**src/rtl/pool_window_sequencer_if.sv**
```systemverilog
// Pixel stream into the sequencer and window-ordered element stream out of it.
// The slave modport is the sequencer's view; master is the view of whatever
// drives pixels in and watches elements come out.
interface pool_window_sequencer_if;
   logic       in_valid;
   logic [7:0] in_data;
   logic       in_ready;
   logic       out_valid;
   logic [7:0] out_data;

   modport slave (
      input  in_valid,
      input  in_data,
      output in_ready,
      output out_valid,
      output out_data
   );

   modport master (
      output in_valid,
      output in_data,
      input  in_ready,
      input  out_valid,
      input  out_data
   );
endinterface

```
**src/rtl/pool_window_sequencer.sv**
```systemverilog
// Reorders a row-major 8-bit feature-map stream into 2x2 pooling-window order
// (TL, TR, BL, BR). One even row is buffered on-chip. The bottom-left pixel of
// each window is parked in a hold register while the two buffered top pixels
// are replayed. The bottom-right pixel is then passed straight through.
// Trailing odd columns and a trailing odd row are consumed but never emitted.
module pool_window_sequencer #(
   parameter int MAX_W = 64,
   parameter int CW    = $clog2(MAX_W) + 1
) (
   input  logic          clk,
   input  logic          rst,
   input  logic          start,
   input  logic [CW-1:0] cfg_width,
   input  logic [CW-1:0] cfg_height,
   pool_window_sequencer_if.slave bus,
   output logic          pool_init,
   output logic          busy,
   output logic          done
);

   localparam int AW = $clog2(MAX_W);

   typedef enum logic [3:0] {
      S_IDLE,
      S_FILL,
      S_PAIR_A,
      S_EMIT0,
      S_EMIT1,
      S_EMIT2,
      S_PAIR_B,
      S_DRAIN,
      S_FIN
   } state_t;

   state_t        state_q, state_d;
   logic [CW-1:0] col_q, col_d;
   logic [CW-1:0] row_q, row_d;
   logic [CW-1:0] width_q, width_d;
   logic [CW-1:0] height_q, height_d;
   logic [7:0]    hold_q, hold_d;
   logic          out_valid_q, out_valid_d;
   logic [7:0]    out_data_q, out_data_d;
   logic          in_ready_q, in_ready_d;
   logic          pool_init_q, pool_init_d;
   logic          busy_q, busy_d;
   logic          done_q, done_d;

   logic [7:0]    row_buf [MAX_W];
   logic [7:0]    rd_data_q;
   logic [AW-1:0] rd_addr;
   logic          wr_en;

   logic          xfer;
   logic          row_end;
   logic [CW-1:0] w_even;
   logic [CW-1:0] h_even;
   logic [CW:0]   col_plus2;
   logic [CW-1:0] row_plus2;

   assign xfer      = bus.in_valid & in_ready_q;
   assign w_even    = {width_q[CW-1:1], 1'b0};
   assign h_even    = {height_q[CW-1:1], 1'b0};
   assign col_plus2 = {1'b0, col_q} + (CW+1)'(2);
   assign row_plus2 = row_q + CW'(2);

   // Next-state, counter and output-register decode.
   always_comb begin
      state_d     = state_q;
      col_d       = col_q;
      row_d       = row_q;
      width_d     = width_q;
      height_d    = height_q;
      hold_d      = hold_q;
      out_valid_d = 1'b0;
      out_data_d  = out_data_q;
      pool_init_d = 1'b0;
      done_d      = 1'b0;
      wr_en       = 1'b0;
      rd_addr     = col_q[AW-1:0];
      row_end     = 1'b0;

      case (state_q)
         S_IDLE: begin
            if (start) begin
               if (cfg_width < CW'(2) || cfg_height < CW'(2)) begin
                  // Degenerate tile: nothing to pool, just acknowledge.
                  done_d = 1'b1;
               end else begin
                  width_d     = cfg_width;
                  height_d    = cfg_height;
                  col_d       = '0;
                  row_d       = '0;
                  pool_init_d = 1'b1;
                  state_d     = S_FILL;
               end
            end
         end
         S_FILL: begin
            if (xfer) begin
               wr_en = 1'b1;
               if (col_q == width_q - CW'(1)) begin
                  col_d   = '0;
                  state_d = S_PAIR_A;
               end else begin
                  col_d = col_q + CW'(1);
               end
            end
         end
         S_PAIR_A: begin
            // The RAM read of buf[col] issued here lands in time for EMIT0.
            if (xfer) begin
               if (col_q < w_even) begin
                  hold_d  = bus.in_data;
                  state_d = S_EMIT0;
               end else begin
                  row_end = 1'b1;
               end
            end
         end
         S_EMIT0: begin
            out_valid_d = 1'b1;
            out_data_d  = rd_data_q;
            rd_addr     = col_q[AW-1:0] + AW'(1);
            state_d     = S_EMIT1;
         end
         S_EMIT1: begin
            out_valid_d = 1'b1;
            out_data_d  = rd_data_q;
            state_d     = S_EMIT2;
         end
         S_EMIT2: begin
            out_valid_d = 1'b1;
            out_data_d  = hold_q;
            state_d     = S_PAIR_B;
         end
         S_PAIR_B: begin
            if (xfer) begin
               out_valid_d = 1'b1;
               out_data_d  = bus.in_data;
               if (col_plus2 >= {1'b0, width_q}) begin
                  row_end = 1'b1;
               end else begin
                  col_d   = col_plus2[CW-1:0];
                  state_d = S_PAIR_A;
               end
            end
         end
         S_DRAIN: begin
            if (xfer) begin
               if (col_q == width_q - CW'(1)) begin
                  col_d   = '0;
                  state_d = S_FIN;
               end else begin
                  col_d = col_q + CW'(1);
               end
            end
         end
         S_FIN: begin
            done_d  = 1'b1;
            state_d = S_IDLE;
         end
         default: state_d = S_IDLE;
      endcase

      // End of an odd row: advance by a row pair and pick the next phase.
      if (row_end) begin
         row_d = row_plus2;
         col_d = '0;
         if (row_plus2 == h_even) begin
            state_d = height_q[0] ? S_DRAIN : S_FIN;
         end else begin
            state_d = S_FILL;
         end
      end

      busy_d     = (state_d != S_IDLE);
      in_ready_d = (state_d == S_FILL) || (state_d == S_PAIR_A) ||
                   (state_d == S_PAIR_B) || (state_d == S_DRAIN);
   end

   // State, counters and registered outputs.
   always_ff @(posedge clk) begin
      if (rst) begin
         state_q     <= S_IDLE;
         col_q       <= '0;
         row_q       <= '0;
         width_q     <= '0;
         height_q    <= '0;
         hold_q      <= '0;
         out_valid_q <= 1'b0;
         out_data_q  <= '0;
         in_ready_q  <= 1'b0;
         pool_init_q <= 1'b0;
         busy_q      <= 1'b0;
         done_q      <= 1'b0;
      end else begin
         state_q     <= state_d;
         col_q       <= col_d;
         row_q       <= row_d;
         width_q     <= width_d;
         height_q    <= height_d;
         hold_q      <= hold_d;
         out_valid_q <= out_valid_d;
         out_data_q  <= out_data_d;
         in_ready_q  <= in_ready_d;
         pool_init_q <= pool_init_d;
         busy_q      <= busy_d;
         done_q      <= done_d;
      end
   end

   // Even-row buffer: single write port, registered read, contents not reset.
   always_ff @(posedge clk) begin
      if (wr_en) begin
         row_buf[col_q[AW-1:0]] <= bus.in_data;
      end
      rd_data_q <= row_buf[rd_addr];
   end

   assign bus.in_ready  = in_ready_q;
   assign bus.out_valid = out_valid_q;
   assign bus.out_data  = out_data_q;
   assign pool_init     = pool_init_q;
   assign busy          = busy_q;
   assign done          = done_q;

endmodule

```
**src/flat_wrapper.sv**
```systemverilog
// flat-port wrapper written by rule: the top's interface ports become plain ports
module pool_window_sequencer_flat 
#(
   parameter int MAX_W = 64,
   parameter int CW    = $clog2(MAX_W) + 1
)
  (clk, rst, start, cfg_width, cfg_height, pool_init, busy, done, bus_in_valid, bus_in_data, bus_in_ready, bus_out_valid, bus_out_data);
  pool_window_sequencer_if bus_i ();
  input  logic clk;
  input  logic rst;
  input  logic start;
  input  logic [CW-1:0] cfg_width;
  input  logic [CW-1:0] cfg_height;
  output logic pool_init;
  output logic busy;
  output logic done;
  input wire logic [$bits(bus_i.in_valid)-1:0] bus_in_valid;
  input wire logic [$bits(bus_i.in_data)-1:0] bus_in_data;
  output wire logic [$bits(bus_i.in_ready)-1:0] bus_in_ready;
  output wire logic [$bits(bus_i.out_valid)-1:0] bus_out_valid;
  output wire logic [$bits(bus_i.out_data)-1:0] bus_out_data;
  assign bus_i.in_valid = bus_in_valid;
  assign bus_i.in_data = bus_in_data;
  assign bus_in_ready = bus_i.in_ready;
  assign bus_out_valid = bus_i.out_valid;
  assign bus_out_data = bus_i.out_data;
  pool_window_sequencer #(.MAX_W(MAX_W), .CW(CW)) u_core (.clk(clk), .rst(rst), .start(start), .cfg_width(cfg_width), .cfg_height(cfg_height), .bus(bus_i), .pool_init(pool_init), .busy(busy), .done(done));
endmodule
```
**config.mk**
```make
export PLATFORM = sky130hd
export DESIGN_NAME = pool_window_sequencer_flat
export DESIGN_NICKNAME = d
export VERILOG_FILES = /design/src/rtl/pool_window_sequencer_if.sv /design/src/rtl/pool_window_sequencer.sv /design/src/flat_wrapper.sv
export SDC_FILE = /design/constraint.sdc
export NUM_CORES = 1
export LEC_CHECK = 0
export CORE_MARGIN = 5
export CORE_UTILIZATION = 60
export CTS_CLUSTER_DIAMETER = 150
export DETAILED_ROUTE_END_ITERATION = 8
export PLACE_DENSITY = 0.77
export SLEW_MARGIN = 10
export SYNTH_ARGS = -nofsm -noshare
export SYNTH_HDL_FRONTEND = slang
export SYNTH_SLANG_ARGS = --single-unit
```
**constraint.sdc**
```tcl
create_clock -name clk -period 8 [get_ports clk]
set_clock_uncertainty 0.1 [all_clocks]
set_input_delay 1.6 -clock clk [delete_from_list [all_inputs] [get_ports clk]]
set_output_delay 1.6 -clock clk [all_outputs]
set_load 0.03 [all_outputs]
```
; After elaboration in Yosys (flattened, before gate mapping)
; Memories as Yosys holds them, arrays and structs flattened. A register that Yosys moved wholly into a read port is not among the register bits.
; Cells that the tools add are included.
[word_totals]
register_bits = 53
mem_bits_rw = 512
out_inout_bits = 13
latch_bits = 0
n_memories = 1
rom_bits = 0
[memory_table]
columns = name, depth, word_bits, rd, rd_clocked_by_memory_dff, write_ports, line
row1 = u_core.row_buf, 64, 8, 1, 1, 1, pool_window_sequencer.sv:48  ; logic [7:0] row_buf [MAX_W];
[op_classes]
n_div = 0
eq_ne = 20
n_addsub = 5
n_bitwise = 4
n_reduce_logical = 20
mux = 40
magnitude_cmp = 4
shift = 0
n_mul = 0
[ops]
columns = op, count
row1 = two-way mux 7 bit, 8
row2 = two-way mux 4 bit, 13
row3 = case mux 4 bit (8 select lines), 1
row4 = "== test 4 x 3 -> 1 bit, second input constant", 6
row5 = case mux 8 bit (3 select lines), 1
row6 = case mux 7 bit (3 select lines), 1
row7 = == test 7 bit, 2
row8 = "< comparator 7 x 2 -> 1 bit, second input constant", 2
row9 = "== test 4 x 2 -> 1 bit, second input constant", 3
row10 = two-way mux 1 bit, 11
row11 = AND reduction 3 bit, 3
row12 = "adder 7 x 2 -> 8 bit, second input constant", 1
row13 = "== test 4 x 1 -> 1 bit, second input constant", 2
row14 = greater-or-equal comparator 8 x 7 -> 1 bit, 1
row15 = two-way mux 8 bit, 1
row16 = "adder 7 x 1 -> 7 bit, second input constant", 1
row17 = "adder 7 x 2 -> 7 bit, second input constant", 1
row18 = < comparator 7 bit, 1
row19 = "subtractor 7 x 1 -> 7 bit, second input constant", 1
row20 = "adder 6 x 1 -> 6 bit, second input constant", 1
row21 = two-way mux 6 bit, 1
row22 = "!= test 2 x 1 -> 1 bit, second input constant", 3
row23 = "!= test 2 bit, second input constant", 3
row24 = case mux 1 bit (2 select lines), 3
row25 = other kinds (12), 22

; Depth between registers and ports, before layout
; Gate-level depths: netlist of run 1.
[depth]
ltp_word = 10
ltp_mapped = 14
depth_no_buf = 12

; Worst setup path after synthesis of run 1
; Ideal clock, no wire load.
[synth_timing]
kind = flip-flop to flip-flop
from = register u_core.col_q[5]
to = register u_core.in_ready_q (netlist: u_core.bus.in_ready)
required_ns = 7.782
path_stages_with_launch = 14
path_buffers = 2
setup_slack_ns = 4.439
arrival_time_ns = 3.344
path_cell_list = dfxtp_1 -> clkbuf_1 -> clkbuf_1 -> nand3_1 -> nor3_1 -> xor2_1 -> ha_1 -> a221oi_1 -> o21ai_0 -> o211ai_2 -> a21bo_2 -> a211oi_1 -> a211oi_1 -> o2111a_1
[synth_between]
elab_chain_len = 10
word_cells_on_any_way = 26
classes_between = add/sub (1) / order compare (2) / eq/ne (5) / mux (15) / reduce/logical (3)
[synth_rtl]
columns = element, line
row1 = from (decl), pool_window_sequencer.sv:36  ; logic [CW-1:0] col_q, col_d;
row2 = from (signal assigned), pool_window_sequencer.sv:198  ; col_q <= col_d;
row3 = adder 7 x 2 -> 8 bit, pool_window_sequencer.sv:63  ; assign col_plus2 = {1'b0, col_q} + (CW+1)'(2);
row4 = greater-or-equal comparator 8 x 7 -> 1 bit, pool_window_sequencer.sv:140  ; if (col_plus2 >= {1'b0, width_q}) begin
row5 = two-way mux 4 bit or two-way mux 1 bit (tied branches), pool_window_sequencer.sv:140
row6 = two-way mux 4 bit or two-way mux 1 bit (tied branches), pool_window_sequencer.sv:137  ; if (xfer) begin
row7 = case mux 4 bit (8 select lines) or case mux 1 bit (2 select lines) (tied branches), pool_window_sequencer.sv:82  ; case (state_q)
row8 = two-way mux 4 bit (*), pool_window_sequencer.sv:166  ; if (row_end) begin
row9 = == test 4 x 1 -> 1 bit or == test 4 x 2 -> 1 bit (tied branches), pool_window_sequencer.sv:177  ; in_ready_d = (state_d == S_FILL) || (state_d == S_PAIR_A) ||
row10 = logical OR 1 bit (2 in a row), pool_window_sequencer.sv:177
row11 = logical OR 1 bit (*), pool_window_sequencer.sv:178  ; (state_d == S_PAIR_B) || (state_d == S_DRAIN);
row12 = to (signal assigned), pool_window_sequencer.sv:205  ; in_ready_q <= in_ready_d;
row13 = to (decl), pool_window_sequencer.sv:43  ; logic in_ready_q, in_ready_d;
; Mark *: on every way between the ends. The rest lies on a longest branch, timed or not.
; A chain may end at the register's enable or synchronous reset.

; Worst setup path after layout of run 1
[layout_timing]
from = register u_core.col_q[3]
to = register u_core.in_ready_q (netlist: u_core.bus.in_ready)
; Same word-level chain as after synthesis.

==> results of run 1 <==
-- path summary, 6_finish.rpt --
check                                    endpoint                            start  depth (start not counted)
setup / recovery   u_core.bus.in_ready$_SDFF_PP0_     u_core.col_q[3]$_SDFFE_PP0P_                         11
hold / removal    u_core.height_q[2]$_SDFFE_PP0P_  u_core.height_q[2]$_SDFFE_PP0P_                          2
setup reg to reg   u_core.bus.in_ready$_SDFF_PP0_     u_core.col_q[3]$_SDFFE_PP0P_                         11
hold reg to reg   u_core.height_q[2]$_SDFFE_PP0P_  u_core.height_q[2]$_SDFFE_PP0P_                          2
-- worst reg2reg max path, stage by stage, from the launching register on --
cell and delay [ns]:
dfxtp_1 0.83, nand3_1 0.63, nor3_1 0.35, xor2_1 0.22, ha_1 0.28, a221oi_1 0.25
o21ai_0 0.27, o211ai_2 0.60, a21bo_2 0.29, a211oi_1 0.34, a211oi_1 0.09, o2111a_1 0.24
-- metrics by stage --
stage	power, uW	cells	hold slack (ns)	setup slack [ns]	util, %
after floorplan	3580	2143	0.344	4.44	-
after global placement	3730	2569	0.363	3.58	62.6
after detailed placement	3740	2569	0.367	3.49	62.6
after CTS	6410	2671	0.375	3.50	67.2
after global routing	6600	2671	0.398	3.14	67.2
final	6400	2671	0.374	3.42	67.2
-- metal layers --
metal / wire, microns / part of all wire [%]
met1: 25500 / 39
met2: 29600 / 46
met3: 6750 / 10
met4: 2760 / 4.3
met5: 0 / 0
-- cell type report --
cell class | count | area (sq um) | share of cell area [%]
Clock buffer | 65 | 1440 | 5.20
Tap cell | 532 | 666 | 2.41
Inverter | 18 | 67.6 | 0.245
Timing Repair Buffer | 62 | 546 | 1.98
Sequential cell | 572 | 16600 | 60.0
Multi-Input combinational cell | 1385 | 7860 | 28.5
Clock inverter | 37 | 465 | 1.69
-- cell families (layout without fill, tap and decap cells) --
group	count (synthesis)	after routing	share of synthesized area, %
muxes	26	26	1.04
xor gates and xnor gates	26	26	0.908
DFF	572	572	66.1
AOI/OAI and AO/OA	562	562	14.8
adders and majority gates	20	20	0.998
and+or+nand+nor	751	751	13.4
buffers and inverters	186	182	2.80
-- state kept, by name, summed over array words and instances (netlist names) --
signal                flops
u_core.bus.in_ready       1
u_core.bus.out_data       8
u_core.bus.out_valid      1
u_core.busy               1
u_core.col_q              7
u_core.done               1
u_core.height_q           7
u_core.hold_q             8
u_core.pool_init          1
u_core.rd_data_q          8
u_core.row_buf          512
u_core.row_q              6
u_core.state_q            4
u_core.width_q            7
-- power by group --
group	total, uW	internal, uW	switching (uW)	leakage (uW)
logic	402	116	286	0.00275
registers	3290	3260	21.8	0.00509
clock network	2710	1580	1130	0.000906
total	6400	4960	1440	0.00875
-- cells in the final DEF (no fill, tap or decap), types with 12 or more instances in the layout --
master             n
clkdlybuf4s50_1   30
nor3_1            33
edfxtp_1         512
nand3_1          233
a22oi_1           14
o22ai_1          136
o221ai_1         130
nand4_1           12
buf_4             22
ha_1              20
nor2_1           111
o21ai_0          148
inv_1             18
mux2i_1           25
a21oi_1           75
nand2_1          307
dfxtp_1           59
clkbuf_16         56
==> results.yml, run 1 <==
clock_network:
  cts_resized: 0
  numCtsBuffers: 56
  postCtsSetupBuffers: 0
  cts_tree: "built"
  clock_path_buffers: 3
  cts_hold_buf: 0
  path_clk_slew_ns: 0.06
  clk-insertion-delay-late_ns: 0.63
  numClockSinks: 572
  htreeDepth: 2
  cts-root-buf: "clkbuf_16"
sta:
  relSlewSlack_pct: 32.6
  hold_viol_final: 0
  fin_tns_setup_ns: 0
  final_max_slew_viol_count: 0
  rsz0062_at_grt: "no"
  max_freq_ghz: 0.218
  worst_pin_slew_ns: 1.00
  period_share_pct: 57.3
  setup_violations: 0
  fin_crit_ns: 4.58
drt:
  wl_per_cell_microns: 24.2
  vias: 18400
  viasPerCell: 6.88
  detail-route-antenna-nets: 0
  dr.pass1.iters: 6
  wl_mm: 64.6
  drt_iter0_markers: 2632
  drc_errors: 0
logic_synthesis:
  seq_area_frac_synth_pct: 66.1
  yosysMostFrequentCell: "edfxtp_1"
  synthCells: 2143
  ys_types: 63
  synth_seq_cells: 572
  yosys.area.top_type_share_pct: 61.3
  syn-cell-area_sq_um: 25100
  synth_common_cells: "512 x edfxtp_1, 309 x nand2_1, 233 x nand3_1"
  syn_nets: 2189
  synth_area_leader_cell: "edfxtp_1"
  synth_edf_count: 512
  ys.flop_type: "edfxtp_1"
  synth_top_cells_by_area: "edfxtp_1 61%, dfxtp_1 4.8%, nand3_1 4.7%"
  ys_async_sr_fraction_pct: 0
  yosys_warnings: 0
  syn_avg_cell_area_sq_um: 11.7
global_route:
  use_met1_pct: 38.7
  grtUsageMet2_pct: 42.2
  grt_usage_pct: 27.2
  grt_max_degree: 193
  grt_pass1_vias: 17000
  grt_use_met3_pct: 4.94
  grt_overflow: 0
  grt_pass1_wl_mm: 98.5
  antenna_found_initial: 0
  top_usage_layer: "met2"
worst_setup_path:
  r2r_slack_ns: 3.42
  critPathArrivalTime_ns: 4.98
  critical-path-max-stage-delay_ns: 0.83
  path_cells: "nand3_1 > nor3_1 > xor2_1 > ha_1 > a221oi_1 > o21ai_0 > o211ai_2 > a21bo_2 > a211oi_1 > a211oi_1 > o2111a_1"
  cp_max_fo: 23
  slowest_stage: "dfxtp_1"
  path_delay_family: "compound AO/OA/AOI/OAI gates"
  critPathCaptureType: "register"
  critPathMostFrequentCell: "a211oi_1"
  crit_buf_inv: 0
  critical_path_required_ns: 8.39
  crit_type: "reg -> reg"
  crit_path_start_kind: "register"
final_layout:
  diodes: 0
  fillers: 2923
  syn_to_final_growth_pct: 10.1
  layout-drive-gt1-share_pct: 6.31
  final_cell_area_sq_um: 27600
  nets: 2141
floorplan:
  fp.dieW_microns: 214
  coreArea_sq_um: 41100
  floorplan.initialDensity_pct: 61.0
  io_pins: 39
  dieArea_sq_um: 46000
  num_rows: 74
  die_y_microns: 214
worst_hold_path:
  hold_path_class: "reg -> reg"
outcome:
  status: "complete, no violations"
placed_design:
  place_area_sq_um: 25700
  io_buffers: 38
  dp_hpwl_mm: 36.9
  place.gp.congestion: 0.971
power_and_ir_drop:
  power.leakage_uw: 0.00875
  max-vdd-ir-drop_mv: 0.267
  p_per_area_nw_per_um2: 232
job:
  maxCapViolations: 0
Power figures use the tool's default switching activity.
==> run 2, diff against run 1 <==
==> constraint.sdc (replaced) <==
create_clock -name clk -period 4.8 [get_ports clk]
set_clock_uncertainty 0.1 [all_clocks]
set_input_delay 0.96 -clock clk [delete_from_list [all_inputs] [get_ports clk]]
set_output_delay 0.96 -clock clk [all_outputs]
set_load 0.03 [all_outputs]
==> results.yml, run 2 (synthesized netlist as in run 1, its figures left out) <==
global_route:
  grt_overflow: 0
  grt_max_degree: 195
  antenna_found_initial: 0
  grt_pass1_vias: 17900
  grt_usage_pct: 28.5
  grt_pass1_wl_mm: 103
final_layout:
  diodes: 0
  final_common_cell: "edfxtp_1"
  final_cell_mix: "512 x edfxtp_1, 307 x nand2_1, 233 x nand3_1"
  final_cells: 2690
  largest_register_ffs: 512
  syn_to_final_growth_pct: 10.6
  nets: 2159
  layout-drive-gt1-share_pct: 7.04
clock_network:
  postCtsSetupBuffers: 0
  cts-root-buf: "clkbuf_16"
  numCtsBuffers: 56
  numClockSinks: 572
  cts_hold_buf: 0
  cts_tree: "built"
  htreeDepth: 2
  clk-insertion-delay-late_ns: 0.63
  clock_path_buffers: 3
  path_clk_slew_ns: 0.06
  cts_resized: 0
drt:
  detail-route-antenna-nets: 0
  drc_errors: 0
  wl_mm: 67.3
  drt_iter0_markers: 2880
  dr.pass1.iters: 6
  vias: 18600
  wl_per_cell_microns: 25.0
  viasPerCell: 6.93
sta:
  fin_tns_setup_ns: 0
  setup_violations: 0
  fin_crit_ns: 4.04
  rsz0062_at_grt: "no"
  relSlewSlack_pct: 25.5
  hold_viol_final: 0
  worst_pin_slew_ns: 1.11
  max_freq_ghz: 0.248
  final_max_slew_viol_count: 0
  period_share_pct: 84.1
power_and_ir_drop:
  max-vdd-ir-drop_mv: 0.325
  p_per_area_nw_per_um2: 379
  power.leakage_uw: 0.00884
floorplan:
  coreArea_sq_um: 41100
  fp.dieW_microns: 214
  floorplan.initialDensity_pct: 61.0
  die_y_microns: 214
  io_pins: 39
  dieArea_sq_um: 46000
  num_rows: 74
worst_setup_path:
  crit_path_start_kind: "register"
  critPathCaptureType: "register"
  critical_path_required_ns: 5.18
  slowest_stage: "nor4bb_2"
  crit_type: "reg -> reg"
  critPathArrivalTime_ns: 4.42
  path_cells: "nor4bb_2 > nand2_1 > xnor2_2 > buf_4 > a31oi_1 > a32oi_1 > nor3_1 > nor4_1 > nand3_1"
  cp_max_fo: 26
  critical-path-max-stage-delay_ns: 0.75
  r2r_slack_ns: 0.76
job:
  maxCapViolations: 0
worst_hold_path:
  hold_path_class: "reg -> reg"
placed_design:
  dp_hpwl_mm: 40.2
  io_buffers: 38
  place_inst: 2587
  place.gp.congestion: 0.926
outcome:
  status: "complete, no violations"
-- run 2: per-stage QoR --
stage | instance area, sq um | worst slack (ns) | utilization [%] | hold slack [ns] | total power, uW
6_report | 27700 | 0.764 | 67.5 | 0.371 | 10500
5_1_grt | 27700 | 0.534 | 67.5 | 0.398 | 10800
4_1_cts | 27700 | 0.839 | 67.5 | 0.371 | 10500
3_5_place_dp | 25900 | 0.846 | 63.1 | 0.363 | 6250
3_3_place_gp | 25900 | 1.01 | 63.1 | 0.359 | 6230
2_1_floorplan | 25100 | 1.24 | - | 0.344 | 5970
-- run 2: final timing paths --
kind / cells past startpoint / endpoint / startpoint
worst max-delay path: 9 / u_core.rd_data_q[6]$_DFF_P_ / u_core.state_q[0]$_SDFF_PP0_
worst min register to register: 2 / u_core.height_q[2]$_SDFFE_PP0P_ / u_core.height_q[2]$_SDFFE_PP0P_
worst max register to register: 9 / u_core.rd_data_q[6]$_DFF_P_ / u_core.state_q[0]$_SDFF_PP0_
worst min-delay path: 2 / u_core.height_q[2]$_SDFFE_PP0P_ / u_core.height_q[2]$_SDFFE_PP0P_
-- run 2: where the power goes --
| group | total, uW | switching, uW | internal (uW) |
|---|---|---|---|
| Combinational | 694 | 487 | 207 |
| Clock | 4350 | 1890 | 2460 |
| Sequential | 5480 | 39.0 | 5440 |
| Total | 10500 | 2410 | 8110 |
-- run 2: routing by layer --
layer / track usage (%) / up-vias / wire length, microns
met3: 8.06 / 227 / 7900
met2: 44.3 / 1155 / 30900
met1: 38.2 / 9020 / 25400
met5: 0 / - / 0
met4: 11.7 / 0 / 3130
li1: - / 8238 / -
-- run 2: final cells by class --
class,instances,area (sq um)
clock buffer,62,1420
clock inverter,41,385
fill,2914,13400
inverter,18,67.6
multi-input combinational,1385,7860
sequential,572,16600
tap,532,666
timing repair buffer,80,756
-- run 2: worst max-delay path: cells and delay by family, from the launching register on --
family                    cells  cell delay, ns
and+or+nand+nor               5            1.67
buffers and inverters         1            0.44
DFF                           1            0.55
xor gates and xnor gates      1            0.68
AOI/OAI and AO/OA             2            0.43
